**config.mk**
```make
export PLATFORM = sky130hd
export DESIGN_NAME = rhs_frame_packetizer
export DESIGN_NICKNAME = d
export VERILOG_FILES = /design/src/rtl/rhs_frame_packetizer.sv
export SDC_FILE = /design/constraint.sdc
export NUM_CORES = 1
export LEC_CHECK = 0
export ABC_CLOCK_PERIOD_IN_PS = 5000
export BUFFER_PORTS_ARGS = -buffer_cell sky130_fd_sc_hd__buf_2
export CELL_PAD_IN_SITES_DETAIL_PLACEMENT = 1
export CELL_PAD_IN_SITES_GLOBAL_PLACEMENT = 1
export CORE_UTILIZATION = 41
export DETAILED_ROUTE_END_ITERATION = 7
export GPL_TIMING_DRIVEN = 0
export PLACE_DENSITY = 0.87
export SLEW_MARGIN = 5
export SYNTH_ARGS = -nofsm -noshare
export SYNTH_HDL_FRONTEND = slang
export SYNTH_SLANG_ARGS = --single-unit
```
**constraint.sdc**
```tcl
create_clock -name clk_dma -period 5 [get_ports clk_dma]
set_input_delay 0.75 -clock clk_dma [delete_from_list [all_inputs] [get_ports clk_dma]]
set_output_delay 0.75 -clock clk_dma [all_outputs]
set_load 0.005 [all_outputs]
```
**src/rtl/rhs_frame_packetizer.sv**
```systemverilog
// Frames 32-channel RHS sample words into DMA packets: magic header per frame, TLAST per batch.
// Optional per-frame timestamp word after the header is enabled by defining RHS_FRAME_TIMESTAMP_EN.
module rhs_frame_packetizer #(
    parameter int          NUM_CH  = 32,
    parameter logic [63:0] MAGIC   = 64'hD7A22AAA38132A53,
    parameter int          BATCH_W = 8
) (
    input  logic               clk_dma,
    input  logic               rst_dma,
    input  logic               enable,
    input  logic [BATCH_W-1:0] batch_size,
    input  logic [31:0]        s_axis_tdata,
    input  logic               s_axis_tvalid,
    input  logic               s_axis_tlast,
    output logic               s_axis_tready,
    output logic [31:0]        m_axis_tdata,
    output logic               m_axis_tvalid,
    output logic               m_axis_tlast,
    input  logic               m_axis_tready,
    output logic               busy,
    output logic [31:0]        pkt_count,
    output logic               frame_err
);

    localparam int                WCNT_W    = (NUM_CH > 1) ? $clog2(NUM_CH) : 1;
    localparam logic [WCNT_W-1:0] LAST_WORD = WCNT_W'(NUM_CH - 1);

`ifdef RHS_FRAME_TIMESTAMP_EN
    typedef enum logic [2:0] {
        ST_IDLE     = 3'd0,
        ST_MAGIC_LO = 3'd1,
        ST_MAGIC_HI = 3'd2,
        ST_TS       = 3'd3,
        ST_DATA     = 3'd4
    } state_t;
`else
    typedef enum logic [2:0] {
        ST_IDLE     = 3'd0,
        ST_MAGIC_LO = 3'd1,
        ST_MAGIC_HI = 3'd2,
        ST_DATA     = 3'd4
    } state_t;
`endif

    state_t             state_reg;
    logic [BATCH_W-1:0] bcnt_reg;
    logic [BATCH_W-1:0] fcnt_reg;
    logic [WCNT_W-1:0]  wcnt_reg;
    logic [31:0]        pkt_count_reg;
    logic               frame_err_reg;
    logic [31:0]        m_data_reg;
    logic               m_valid_reg;
    logic               m_last_reg;
`ifdef RHS_FRAME_TIMESTAMP_EN
    logic [31:0]        ts_cnt_reg;
`endif

    logic               load_ok;
    logic               s_accept;
    logic               frame_end;
    logic               word_mismatch;
    logic               pkt_done;
    logic [BATCH_W-1:0] bcnt_last;

    // The output register frees up either when empty or when the DMA takes its word this cycle.
    assign load_ok       = !m_valid_reg || m_axis_tready;
    assign s_axis_tready = (state_reg == ST_DATA) && load_ok;
    assign s_accept      = s_axis_tvalid && s_axis_tready;

    // A frame ends on upstream tlast or when the last channel slot is filled (resync).
    assign frame_end     = s_axis_tlast || (wcnt_reg == LAST_WORD);
    assign word_mismatch = s_axis_tlast != (wcnt_reg == LAST_WORD);
    assign bcnt_last     = bcnt_reg - BATCH_W'(1);
    assign pkt_done      = (fcnt_reg == bcnt_last) || !enable;

    assign m_axis_tdata  = m_data_reg;
    assign m_axis_tvalid = m_valid_reg;
    assign m_axis_tlast  = m_last_reg;
    assign busy          = (state_reg != ST_IDLE);
    assign pkt_count     = pkt_count_reg;
    assign frame_err     = frame_err_reg;

    always_ff @(posedge clk_dma) begin
        if (rst_dma) begin
            state_reg     <= ST_IDLE;
            bcnt_reg      <= '0;
            fcnt_reg      <= '0;
            wcnt_reg      <= '0;
            pkt_count_reg <= '0;
            frame_err_reg <= 1'b0;
            m_data_reg    <= '0;
            m_valid_reg   <= 1'b0;
            m_last_reg    <= 1'b0;
`ifdef RHS_FRAME_TIMESTAMP_EN
            ts_cnt_reg    <= '0;
`endif
        end else begin
            if (m_valid_reg && m_axis_tready) begin
                m_valid_reg <= 1'b0;
                m_last_reg  <= 1'b0;
            end

            case (state_reg)
                ST_IDLE: begin
                    if (enable) begin
                        bcnt_reg  <= (batch_size == '0) ? BATCH_W'(1) : batch_size;
                        fcnt_reg  <= '0;
                        state_reg <= ST_MAGIC_LO;
                    end
                end

                ST_MAGIC_LO: begin
                    if (load_ok) begin
                        m_data_reg  <= MAGIC[31:0];
                        m_valid_reg <= 1'b1;
                        m_last_reg  <= 1'b0;
                        state_reg   <= ST_MAGIC_HI;
                    end
                end

                ST_MAGIC_HI: begin
                    if (load_ok) begin
                        m_data_reg  <= MAGIC[63:32];
                        m_valid_reg <= 1'b1;
                        m_last_reg  <= 1'b0;
                        wcnt_reg    <= '0;
`ifdef RHS_FRAME_TIMESTAMP_EN
                        state_reg   <= ST_TS;
`else
                        state_reg   <= ST_DATA;
`endif
                    end
                end

`ifdef RHS_FRAME_TIMESTAMP_EN
                ST_TS: begin
                    if (load_ok) begin
                        m_data_reg  <= ts_cnt_reg;
                        m_valid_reg <= 1'b1;
                        m_last_reg  <= 1'b0;
                        ts_cnt_reg  <= ts_cnt_reg + 32'd1;
                        state_reg   <= ST_DATA;
                    end
                end
`endif

                ST_DATA: begin
                    if (s_accept) begin
                        m_data_reg  <= s_axis_tdata;
                        m_valid_reg <= 1'b1;
                        if (frame_end) begin
                            if (word_mismatch) begin
                                frame_err_reg <= 1'b1;
                            end
                            m_last_reg <= pkt_done;
                            if (pkt_done) begin
                                pkt_count_reg <= pkt_count_reg + 32'd1;
                                state_reg     <= ST_IDLE;
                            end else begin
                                fcnt_reg  <= fcnt_reg + BATCH_W'(1);
                                state_reg <= ST_MAGIC_LO;
                            end
                        end else begin
                            m_last_reg <= 1'b0;
                            wcnt_reg   <= wcnt_reg + WCNT_W'(1);
                        end
                    end
                end

                default: state_reg <= ST_IDLE;
            endcase
        end
    end

endmodule
```
==> results of run 1 <==
cells in the mapped netlist, types with 3 or more instances:
cell type	n	area, µm²
dfxtp_1	91	1820
nand2_1	57	214
nor2_1	55	206
a21oi_1	39	195
nor3_1	35	175
clkbuf_1	29	109
xnor2_1	19	166
nand3_1	16	80.1
xor2_1	15	131
a211oi_1	12	90.1
o211ai_1	11	82.6
nor4_1	10	62.6
or4_1	10	75.1
inv_1	9	33.8
nand4_1	9	56.3
nand2b_1	7	43.8
o21ai_0	7	35.0
or3_1	7	43.8
ha_1	6	75.1
o31ai_1	6	45.0
and2_1	5	31.3
and3_1	5	31.3
and4_1	5	43.8
nand3b_1	4	30.0
nand4b_1	4	35.0
nor3b_1	3	22.5
layer usage:
metal | wire length, µm | vias to the layer above
li1 | - | 2094
met1 | 5900 | 2084
met2 | 6230 | 117
met3 | 568 | 10
met4 | 142 | 0
met5 | 0 | -
through the flow:
| step | utilization, % | instance area (µm²) |
|---|---|---|
| floorplan | - | 4320 |
| global placement | 49.3 | 5060 |
| detailed placement | 49.3 | 5060 |
| CTS | 51.4 | 5280 |
| global route | 51.4 | 5280 |
| finish | 51.4 | 5280 |
how the worst min path moves through the flow:
stage,endpoint,slack [ns]
3_3_place_gp,m_axis_tdata[15]$_SDFFE_PP0P_,0.44
6_report,m_axis_tdata[18]$_SDFFE_PP0P_,0.45
2_1_floorplan,m_axis_tdata[10]$_SDFFE_PP0P_,0.45
5_1_grt,m_axis_tdata[0]$_SDFFE_PP0P_,0.48
4_1_cts,m_axis_tdata[12]$_SDFFE_PP0P_,0.46
3_5_place_dp,m_axis_tdata[12]$_SDFFE_PP0P_,0.44
layout make-up:
type	instances	area, µm²	share of cell area [%]
clock inverter	4	73.8	1.40
sequential	91	1820	34.5
timing repair buffer	114	571	10.8
tap	136	170	3.22
inverter	9	33.8	0.640
clock buffer	12	145	2.75
multi-input combinational	384	2320	43.9
buffer	34	146	2.77
power groups by stage:
stage	registers (mW)	logic, mW	clock network [mW]
2_1_floorplan	0.800	0.150	0
3_3_place_gp	0.799	0.238	0
3_5_place_dp	0.802	0.246	0
4_1_cts	0.785	0.249	0.578
5_1_grt	0.790	0.275	0.611
6_report	0.785	0.248	0.568
kinds of logic after synthesis:
kind of cell	Yosys count	share of synthesized area (%)
adder cells (fa/ha/maj)	6	1.74
multiplexers	3	0.724
AND/OR/NAND/NOR	243	29.0
buffers and inverters	43	4.17
flip-flops	91	42.2
AO/OA/AOI/OAI	98	15.3
XOR/XNOR	34	6.89
critical path, cell delays in order (launching register included):
cell and delay, ns:
dfxtp_1 0.47, inv_1 0.09, ha_1 0.20, clkbuf_1 0.20
o21bai_1 0.21, a2111oi_0 0.54, a311oi_2 0.15, a41o_1 0.27
a31oi_1 0.37, clkbuf_1 0.43, mux2i_1 0.25, nor2_1 0.06
==> run metrics, run 1 <==
FF-to-FF Start bcnt_reg[0]$_SDFFE_PP0P_; Detailed Route Iter0 Violations 138; pre-CTS setup slack 1.69 ns; GRT overflow 0; Avg Vias per Cell 5.49; Max VDD drop 134 µV; sequential share of power 49.0%; CTS Hold Bufs 0; type of the worst setup path reg -> reg; Ys Warns 0; crit end category flip-flop; Yosys reg bits 91; sw power 446 µW; most frequent cells in the layout buf_2 (114), dfxtp_1 (91), nand2_1 (57), nor2_1 (55), a21oi_1 (39); crit-path max FO 10; final hold violation count 0; Slew HR 57.2%; fin crit period 3.36 ns; largest net degree at the start of global routing 15; Setup WS post-layout 1.64 ns; crit path from bcnt_reg[0]$_SDFFE_PP0P_; layout cells sized above 1 21.8%; area growth from synthesis to layout 22.2%; startpoint types flip-flop; TritonCTS clock tree built; met3 Resource Use GR 4.74%; initial antenna violation count 0; worst reg2reg path depth 11; CTS H-Tree Depth 3; Synth cell types 59; Vias 4305; Gates resized, CTS repair 0; Top-Level Pins 115; HP Class reg -> reg; Mapped Cells 518; antenna cells 0; total CTS buffers 9; status finished clean; GR Util met2 43.1%; post-CTS setup buffer count 0; post-DP HPWL 9650 µm; max_cap viols 0; Inst Count DP 768; smallest hold slack 0.454 ns; share of synthesized registers carrying an async set or reset 0%; Leak Pwr 2.12 nW; All-Layer GR Usage 24.2%; Clock Sinks 91; vias in the first global route 4286; chip height 105 µm; RR Endpoint fcnt_reg[1]$_SDFFE_PP0P_; CTS root buffer clkbuf_8; Post-synth EDFFs 0; gr busiest metal met2; predominant post-synthesis flop cell dfxtp_1; die area 0.0110 mm²; setup slack, reg-to-reg 1.64 ns; Post-Syn Nets 570; non-filler cells, final 784; Rows 37; CP arrival 3.62 ns; initial cell density of the core 42.1%; fillers 1302; routing usage on met1 29.4%; Fin Clk Skew 0.0131 ns; PwrDens 303 mW/mm²; die width 105 µm; total power 1.60 mW; drt drc 0; WL/cell 16.4 µm; gpl congestion 0.818; Post-Route WL 12800 µm; TNS Setup 0 ns; Buffers on Ports 114; Final Setup Violations 0; Slew Limit Fails 0; Gate power share 15.5%; Switching Share 27.9%; WHS Path Cells 2; mapped cell area 0.00432 mm²; Least-Margin Pin Slew 0.626 ns; clk_lat worst skew 0.38 ns; RSZ-0062 raised after global routing no; Max Fclk 0.298 GHz; Longest Clk Path Bufs 2; Req. time, crit path 5.26 ns; clock network fraction of design power 35.5%; Final #Nets 695; syn_area_per_cell 8.34 µm²; commonest non-fill, non-tap cell in the layout buf_2; Worst-path clk slew 0.09 ns; sequential fraction of the synthesis area 42.2%; antenna-violating nets left 0; CP Capture Point fcnt_reg[1]$_SDFFE_PP0P_; internal cell power 1.15 mW; first-pass GRT wire length 21200 µm; drt first pass iters 4; final period utilization 67.2%; min-delay src m_axis_tdata[18]$_SDFFE_PP0P_; core area 0.0103 mm²
Power figures use the tool's default switching activity.
==> run 2: changes to the inputs <==
--- a/config.mk
+++ b/config.mk
@@ -5,14 +5,15 @@
 export SDC_FILE = /design/constraint.sdc
 export NUM_CORES = 1
 export LEC_CHECK = 0
-export ABC_CLOCK_PERIOD_IN_PS = 5000
+export ABC_AREA = 1
+export ABC_CLOCK_PERIOD_IN_PS = 3300
 export BUFFER_PORTS_ARGS = -buffer_cell sky130_fd_sc_hd__buf_2
 export CELL_PAD_IN_SITES_DETAIL_PLACEMENT = 1
 export CELL_PAD_IN_SITES_GLOBAL_PLACEMENT = 1
-export CORE_UTILIZATION = 41
+export CORE_UTILIZATION = 38
 export DETAILED_ROUTE_END_ITERATION = 7
 export GPL_TIMING_DRIVEN = 0
-export PLACE_DENSITY = 0.87
+export PLACE_DENSITY = 0.84
 export SLEW_MARGIN = 5
 export SYNTH_ARGS = -nofsm -noshare
 export SYNTH_HDL_FRONTEND = slang
==> constraint.sdc (replaced) <==
create_clock -name clk_dma -period 3.3 [get_ports clk_dma]
set_input_delay 0.495 -clock clk_dma [delete_from_list [all_inputs] [get_ports clk_dma]]
set_output_delay 0.495 -clock clk_dma [all_outputs]
set_load 0.005 [all_outputs]
==> run 2 against run 1 <==
  * Global-route usage grew 0.20 points
  * Non-clock buffer count decreased by 8
  * Combinational power grew to 5.6 times the previous value
  * Critical path depth up 6
  * Via count rose by 16%
  * First-iteration DRC count is 93% higher
  * Sequential power increased by 73%
  * Critical path type unchanged
  * Largest cell class unchanged
  * Highest routed layer unchanged
==> run metrics, run 2 <==
drt drc 0 (unchanged); Avg Vias per Cell 5.07 (was 5.49); crit-path leading delay family simple AND/OR/NAND/NOR gates (was compound AO/OA/AOI/OAI gates); FF-to-FF Start bcnt_reg[0]$_SDFFE_PP0P_ (unchanged); Longest Clk Path Bufs 2 (unchanged); Most common cell on crit path nand2_1 (was clkbuf_1); Fin Clk Skew 0.00771 ns (was 0.0131 ns); Least-Margin Pin Slew 0.603 ns (was 0.626 ns); Buffers on Ports 114 (unchanged); drt first pass iters 4 (unchanged); HP Class in -> reg (was reg -> reg); CP cell instances inv_1 > ha_1 > nand2_1 > nor2_2 > nand2_1 > nand2_1 > nand2_1 > nand2_1 > nand2_1 > nor2_1 > nand2_1 > nand3_1 > nand2_2 > nand2_2 > inv_1 > nor2_1 > nor2_1 (was inv_1 > ha_1 > clkbuf_1 > o21bai_1 > a2111oi_0 > a311oi_2 > a41o_1 > a31oi_1 > clkbuf_1 > mux2i_1 > nor2_1); Req. time, crit path 3.55 ns (was 5.26 ns); Inst Count DP 971 (was 768); area leader, netlist dfxtp_1 (unchanged); FF+latch area 0.00182 mm² (unchanged); first-pass GRT wire length 24800 µm (was 21200 µm); initial cell density of the core 39.2% (was 42.1%); count leader, synth nand2_1 (was dfxtp_1); crit-path max FO 9 (was 10); largest net degree at the start of global routing 16 (was 15); core area 0.0121 mm² (was 0.0103 mm²); most frequent cells after synthesis nand2_1 (190), dfxtp_1 (91), a21oi_1 (75) (was dfxtp_1 (91), nand2_1 (57), nor2_1 (55)); mapped cell area 0.00475 mm² (was 0.00432 mm²); GRT overflow 0 (unchanged); layout cells sized above 1 19.7% (was 21.8%); RSZ-0062 raised after global routing no (unchanged); Ys Warns 0 (unchanged); Slew Limit Fails 0 (unchanged); post-DP HPWL 11900 µm (was 9650 µm); syn_area_per_cell 6.90 µm² (was 8.34 µm²); non-filler cells, final 987 (was 784); Final Cell Area 0.00581 mm² (was 0.00528 mm²); gpl congestion 0.849 (was 0.818); area growth from synthesis to layout 22.3% (was 22.2%); Slowest Stage Delay on Critical Path 0.34 ns (was 0.54 ns); crit path from bcnt_reg[0]$_SDFFE_PP0P_ (unchanged); Max VDD drop 343 µV (was 134 µV); predominant post-synthesis flop cell dfxtp_1 (unchanged); Final Setup Violations 0 (unchanged); type of the worst setup path reg -> reg (unchanged); initial antenna violation count 0 (unchanged); post-CTS setup buffer count 0 (unchanged); antenna-violating nets left 0 (unchanged); CTS H-Tree Depth 3 (unchanged); Synth top area share 38.3% (was 42.2%); TritonCTS clock tree built (unchanged); total CTS buffers 9 (unchanged); Final #Nets 866 (was 695); CTS Hold Bufs 0 (unchanged); Area after DPL 0.00553 mm² (was 0.00506 mm²); share of synthesized registers carrying an async set or reset 0% (unchanged); Worst-path clk slew 0.07 ns (was 0.09 ns); Slew HR 59.7% (was 57.2%); CP arrival 2.58 ns (was 3.62 ns); final period utilization 70.7% (was 67.2%); commonest non-fill, non-tap cell in the layout nand2_1 (was buf_2); antenna cells 0 (unchanged); PwrDens 645 mW/mm² (was 303 mW/mm²); Worst path slowest cell dfxtp_1 (was a2111oi_0); Detailed Route Iter0 Violations 266 (was 138); Area contributors post-synth dfxtp_1 (38%), nand2_1 (15%), a21oi_1 (7.9%), xor2_1 (5.2%), inv_1 (4.8%) (was dfxtp_1 (42%), nand2_1 (5.0%), nor2_1 (4.8%), a21oi_1 (4.5%), nor3_1 (4.1%)); clk_lat worst skew 0.35 ns (was 0.38 ns); Max Fclk 0.429 GHz (was 0.298 GHz); status finished clean (unchanged); final hold violation count 0 (unchanged); Leak Pwr 2.49 nW (was 2.12 nW); vias in the first global route 5176 (was 4286); Vias 5002 (was 4305); crit end category flip-flop (unchanged); Rows 40 (was 37); CTS root buffer clkbuf_16 (was clkbuf_8); startpoint types flip-flop (unchanged); die width 114 µm (was 105 µm); Yosys reg bits 91 (unchanged); fin crit period 2.33 ns (was 3.36 ns); footprint of the multi-input gates 0.00254 mm² (was 0.00232 mm²); Top-Level Pins 115 (unchanged); chip height 114 µm (was 105 µm); max_cap viols 0 (unchanged); Synth cell types 36 (was 59); min-delay src s_axis_tdata[26] (was m_axis_tdata[18]$_SDFFE_PP0P_); All-Layer GR Usage 24.4% (was 24.2%); Post-Syn Nets 741 (was 570); WL/cell 15.5 µm (was 16.4 µm); Post-synth EDFFs 0 (unchanged); TNS Setup 0 ns (unchanged); Mapped Cells 689 (was 518); most frequent cells in the layout nand2_1 (190), buf_2 (120), dfxtp_1 (91), a21oi_1 (75), inv_1 (61) (was buf_2 (114), dfxtp_1 (91), nand2_1 (57), nor2_1 (55), a21oi_1 (39)); Critical path buffers and inverters 2 (was 3); sequential fraction of the synthesis area 38.3% (was 42.2%); fillers 1656 (was 1302); Clock Sinks 91 (unchanged); Post-Route WL 15300 µm (was 12800 µm); Gates resized, CTS repair 0 (unchanged); die area 0.0130 mm² (was 0.0110 mm²)
## run 2: cell types whose count changed in the layout (fill, tap and decap cells not counted), moves of 15 or more
cell	before	now
nand2_1	57	190
inv_1	9	61
a21oi_1	39	75
o21ai_0	7	40
nand3_1	16	41
clkbuf_1	31	13
nor3_1	35	20
## run 2: worst paths after layout
path                              endpoint  slack [ns]  depth (start not counted)
max reg2reg       fcnt_reg[1]$_SDFFE_PP0P_        0.97                         17
max               fcnt_reg[1]$_SDFFE_PP0P_        0.97                         17
min          m_axis_tdata[26]$_SDFFE_PP0P_        0.39                          3
min reg2reg   m_axis_tdata[1]$_SDFFE_PP0P_        0.47                          2
## run 2: layout make-up
class	instances	share of cell area [%]
multi-input cells	508	43.7
well taps	168	3.62
flip-flops and latches	91	31.3
clock inverters	5	0.624
clock buffers	11	4.18
repair buffers	114	9.82
inverters	64	4.18
plain buffers	26	2.52
## run 2: power by group
group	internal [mW]	total [mW]	switching (mW)
Sequential	1.26	1.36	0.106
Combinational	0.479	1.39	0.908
Clock	0.533	0.997	0.463
## run 2: worst min-delay path, stage by stage
cell	delay [ns]
buf_2	0.09
nand2_1	0.05
a21oi_1	0.06
## run 2: kinds of logic (layout without fill, tap and decap cells)
| family | count (synthesis) | in the layout | share of synthesized area (%) |
|---|---|---|---|
| buf+inv | 90 | 220 | 8.19 |
| flops | 91 | 91 | 38.3 |
| compound gates | 130 | 130 | 14.4 |
| simple gates | 338 | 338 | 31.0 |
| xor+xnor | 34 | 34 | 6.56 |
| fa+ha+maj | 6 | 6 | 1.58 |
## run 2: stage by stage
stage	util [%]	total power, mW	setup slack (ns)	hold WS [ns]
after floorplan	-	2.31	1.43	0.447
after global placement	45.7	2.68	1.11	0.435
after detailed placement	45.7	2.77	0.974	0.458
after CTS	48.0	3.78	0.942	0.382
after global routing	48.0	3.99	0.827	0.406
final	48.0	3.75	0.968	0.393
## run 2: layer usage
| metal | global-route usage [%] | routed length (µm) | up-vias | part of all wire [%] |
|---|---|---|---|---|
| li1 | - | - | 2496 | - |
| met1 | 29.2 | 6720 | 2395 | 44 |
| met2 | 43.3 | 7690 | 84 | 50 |
| met3 | 3.56 | 498 | 27 | 3.3 |
| met4 | 10.7 | 376 | 0 | 2.5 |
| met5 | 0 | 0 | - | 0 |
==> run 3: changes to the inputs <==
--- a/config.mk
+++ b/config.mk
@@ -6,7 +6,7 @@
 export NUM_CORES = 1
 export LEC_CHECK = 0
 export ABC_AREA = 1
-export ABC_CLOCK_PERIOD_IN_PS = 3300
+export ABC_CLOCK_PERIOD_IN_PS = 2410
 export BUFFER_PORTS_ARGS = -buffer_cell sky130_fd_sc_hd__buf_2
 export CELL_PAD_IN_SITES_DETAIL_PLACEMENT = 1
 export CELL_PAD_IN_SITES_GLOBAL_PLACEMENT = 1
==> constraint.sdc (replaced) <==
create_clock -name clk_dma -period 2.41 [get_ports clk_dma]
set_input_delay 0.3615 -clock clk_dma [delete_from_list [all_inputs] [get_ports clk_dma]]
set_output_delay 0.3615 -clock clk_dma [all_outputs]
set_load 0.005 [all_outputs]
==> run 3 against run 2 <==
  * Sequential cell count stayed put
  * Non-clock buffer count stayed put
  * Combinational power is 39% higher
==> run metrics, run 3 (synthesis gave the netlist of run 2 again) <==
first-pass GRT wire length 24800 µm (unchanged); internal cell power 3.12 mW (was 2.27 mW); antenna-violating nets left 0 (unchanged); gr busiest metal met2 (unchanged); Area after DPL 0.00553 mm² (unchanged); Most common cell on crit path nand2_1 (unchanged); Clock Sinks 91 (unchanged); initial antenna violation count 0 (unchanged); die area 0.0130 mm² (unchanged); status finished clean (unchanged); core area 0.0121 mm² (unchanged); Rows 40 (unchanged); met3 Resource Use GR 3.56% (unchanged); Slew Limit Fails 0 (unchanged); type of the worst setup path reg -> reg (unchanged); RR Endpoint pkt_count[23]$_SDFFE_PP0P_ (was fcnt_reg[1]$_SDFFE_PP0P_); drt drc 0 (unchanged); Worst-path clk slew 0.07 ns (about the same); startpoint types flip-flop (unchanged); Gate power share 37.3% (was 37.0%); pre-CTS setup slack 0.0841 ns (was 0.974 ns); RSZ-0062 raised after global routing no (unchanged); final hold violation count 0 (unchanged); Vias 5024 (was 5002); CP Capture Point pkt_count[23]$_SDFFE_PP0P_ (was fcnt_reg[1]$_SDFFE_PP0P_); Post-Route WL 15200 µm (was 15300 µm); FF-to-FF Start bcnt_reg[0]$_SDFFE_PP0P_ (unchanged); Worst path slowest cell dfxtp_2 (was dfxtp_1); CTS root buffer clkbuf_16 (unchanged); drt first pass iters 4 (unchanged); Buffers on Ports 114 (unchanged); chip height 114 µm (unchanged); antenna cells 0 (unchanged); setup slack, reg-to-reg 0.17 ns (was 0.97 ns); layout cells sized above 1 20.3% (was 19.7%); TritonCTS clock tree built (unchanged); Req. time, crit path 2.68 ns (was 3.55 ns); post-DP HPWL 11900 µm (unchanged); Slew HR 59.3% (was 59.7%); CTS H-Tree Depth 3 (unchanged); smallest hold slack 0.260 ns (was 0.393 ns); crit-path max FO 10 (was 9); fillers 1652 (was 1656); fin util 48.1% (was 48.0%); FF+latch area 0.00182 mm² (about the same); Longest Clk Path Bufs 2 (unchanged); non-filler cells, final 987 (unchanged); TNS Setup 0 ns (unchanged); Final Setup Violations 0 (unchanged); Leak Pwr 2.49 nW (about the same); crit end category flip-flop (unchanged); Max VDD drop 471 µV (was 343 µV); CP cell instances inv_2 > ha_1 > nand2_1 > nor2_2 > nand2_1 > nand2_1 > nand3b_1 > nand2_1 > nor2_1 > nand2_1 > nand2_2 > nand2_4 > buf_2 > nand2_1 > a21oi_1 (was inv_1 > ha_1 > nand2_1 > nor2_2 > nand2_1 > nand2_1 > nand2_1 > nand2_1 > nand2_1 > nor2_1 > nand2_1 > nand3_1 > nand2_2 > nand2_2 > inv_1 > nor2_1 > nor2_1); clk_lat worst skew 0.35 ns (about the same); HP Class in -> reg (unchanged); PwrDens 886 mW/mm² (was 645 mW/mm²); crit path from bcnt_reg[0]$_SDFFE_PP0P_ (unchanged); sequential share of power 36.2% (was 36.4%); total CTS buffers 9 (unchanged); area growth from synthesis to layout 22.7% (was 22.3%); max_cap viols 0 (unchanged); commonest non-fill, non-tap cell in the layout nand2_1 (unchanged); Least-Margin Pin Slew 0.608 ns (was 0.603 ns); post-CTS setup buffer count 0 (unchanged); largest net degree at the start of global routing 16 (unchanged); CP arrival 2.51 ns (was 2.58 ns); Setup WS post-layout 0.166 ns (was 0.968 ns); GR Util met2 43.3% (unchanged); Slowest Stage Delay on Critical Path 0.34 ns (about the same); footprint of the multi-input gates 0.00256 mm² (was 0.00254 mm²); fin crit period 2.24 ns (was 2.33 ns); Inst Count DP 971 (unchanged); Top-Level Pins 115 (unchanged); routing usage on met1 29.2% (unchanged); vias in the first global route 5176 (unchanged); Avg Vias per Cell 5.09 (was 5.07); gpl congestion 0.849 (unchanged); GRT overflow 0 (unchanged); Final Cell Area 0.00583 mm² (was 0.00581 mm²); total power 5.17 mW (was 3.75 mW); Detailed Route Iter0 Violations 271 (was 266); final period utilization 93.1% (was 70.7%); worst reg2reg path depth 15 (was 17); Max Fclk 0.446 GHz (was 0.429 GHz); Final #Nets 866 (unchanged); clock network fraction of design power 26.5% (was 26.6%); Fin Clk Skew 0.00793 ns (was 0.00771 ns); most frequent cells in the layout nand2_1 (190), buf_2 (120), dfxtp_1 (89), a21oi_1 (75), inv_1 (60) (was nand2_1 (190), buf_2 (120), dfxtp_1 (91), a21oi_1 (75), inv_1 (61)); WL/cell 15.4 µm (was 15.5 µm); All-Layer GR Usage 24.4% (unchanged); Switching Share 39.6% (was 39.4%); sw power 2.05 mW (was 1.48 mW); die width 114 µm (unchanged); initial cell density of the core 39.2% (unchanged)
## run 3: worst min path at each step
stage,startpoint,to,slack (ns),depth (start not counted)
after floorplan,frame_err$_SDFFE_PP0P_,frame_err$_SDFFE_PP0P_,0.45,2
after global placement,frame_err$_SDFFE_PP0P_,frame_err$_SDFFE_PP0P_,0.44,2
after detailed placement,frame_err$_SDFFE_PP0P_,frame_err$_SDFFE_PP0P_,0.46,2
after CTS,s_axis_tdata[26],m_axis_tdata[26]$_SDFFE_PP0P_,0.25,3
after global routing,s_axis_tdata[5],m_axis_tdata[5]$_SDFFE_PP0P_,0.27,3
final,s_axis_tdata[26],m_axis_tdata[26]$_SDFFE_PP0P_,0.26,3
## run 3: timing repair
item	4_1_cts	5_1_grt
hold endpoints to repair	0	0
setup endpoints to repair	0	20
hold buffers	0	0
gates resized for setup	0	7
## run 3: power by group through the flow
stage	Combinational (mW)	Sequential, mW	Clock, mW
2_1_floorplan	1.28	1.88	0
3_3_place_gp	1.79	1.89	0
3_5_place_dp	1.90	1.90	0
4_1_cts	1.91	1.87	1.40
5_1_grt	2.15	1.89	1.45
6_report	1.93	1.87	1.37
## run 3: layout make-up
| cell class | instances | share of cell area (%) |
|---|---|---|
| flip-flops and latches | 91 | 31.3 |
| clock inverters | 5 | 0.622 |
| well taps | 168 | 3.61 |
| inverters | 64 | 4.16 |
| multi-input cells | 508 | 43.9 |
| clock buffers | 11 | 4.16 |
| repair buffers | 114 | 9.79 |
| plain buffers | 26 | 2.51 |
## run 3: worst max-delay path, delay by kind of cell, from the launching register on
kind / cells / cell delay (ns)
adder cells (fa/ha/maj): 1 / 0.23
AO/OA/AOI/OAI: 1 / 0.18
flip-flops: 1 / 0.34
buffers and inverters: 2 / 0.35
AND/OR/NAND/NOR: 11 / 1.05
## run 3: layer usage
layer	vias up	part of all wire, %
met2	92	50
li1	2495	-
met3	27	3.0
met4	0	2.5
met5	-	0
met1	2410	44
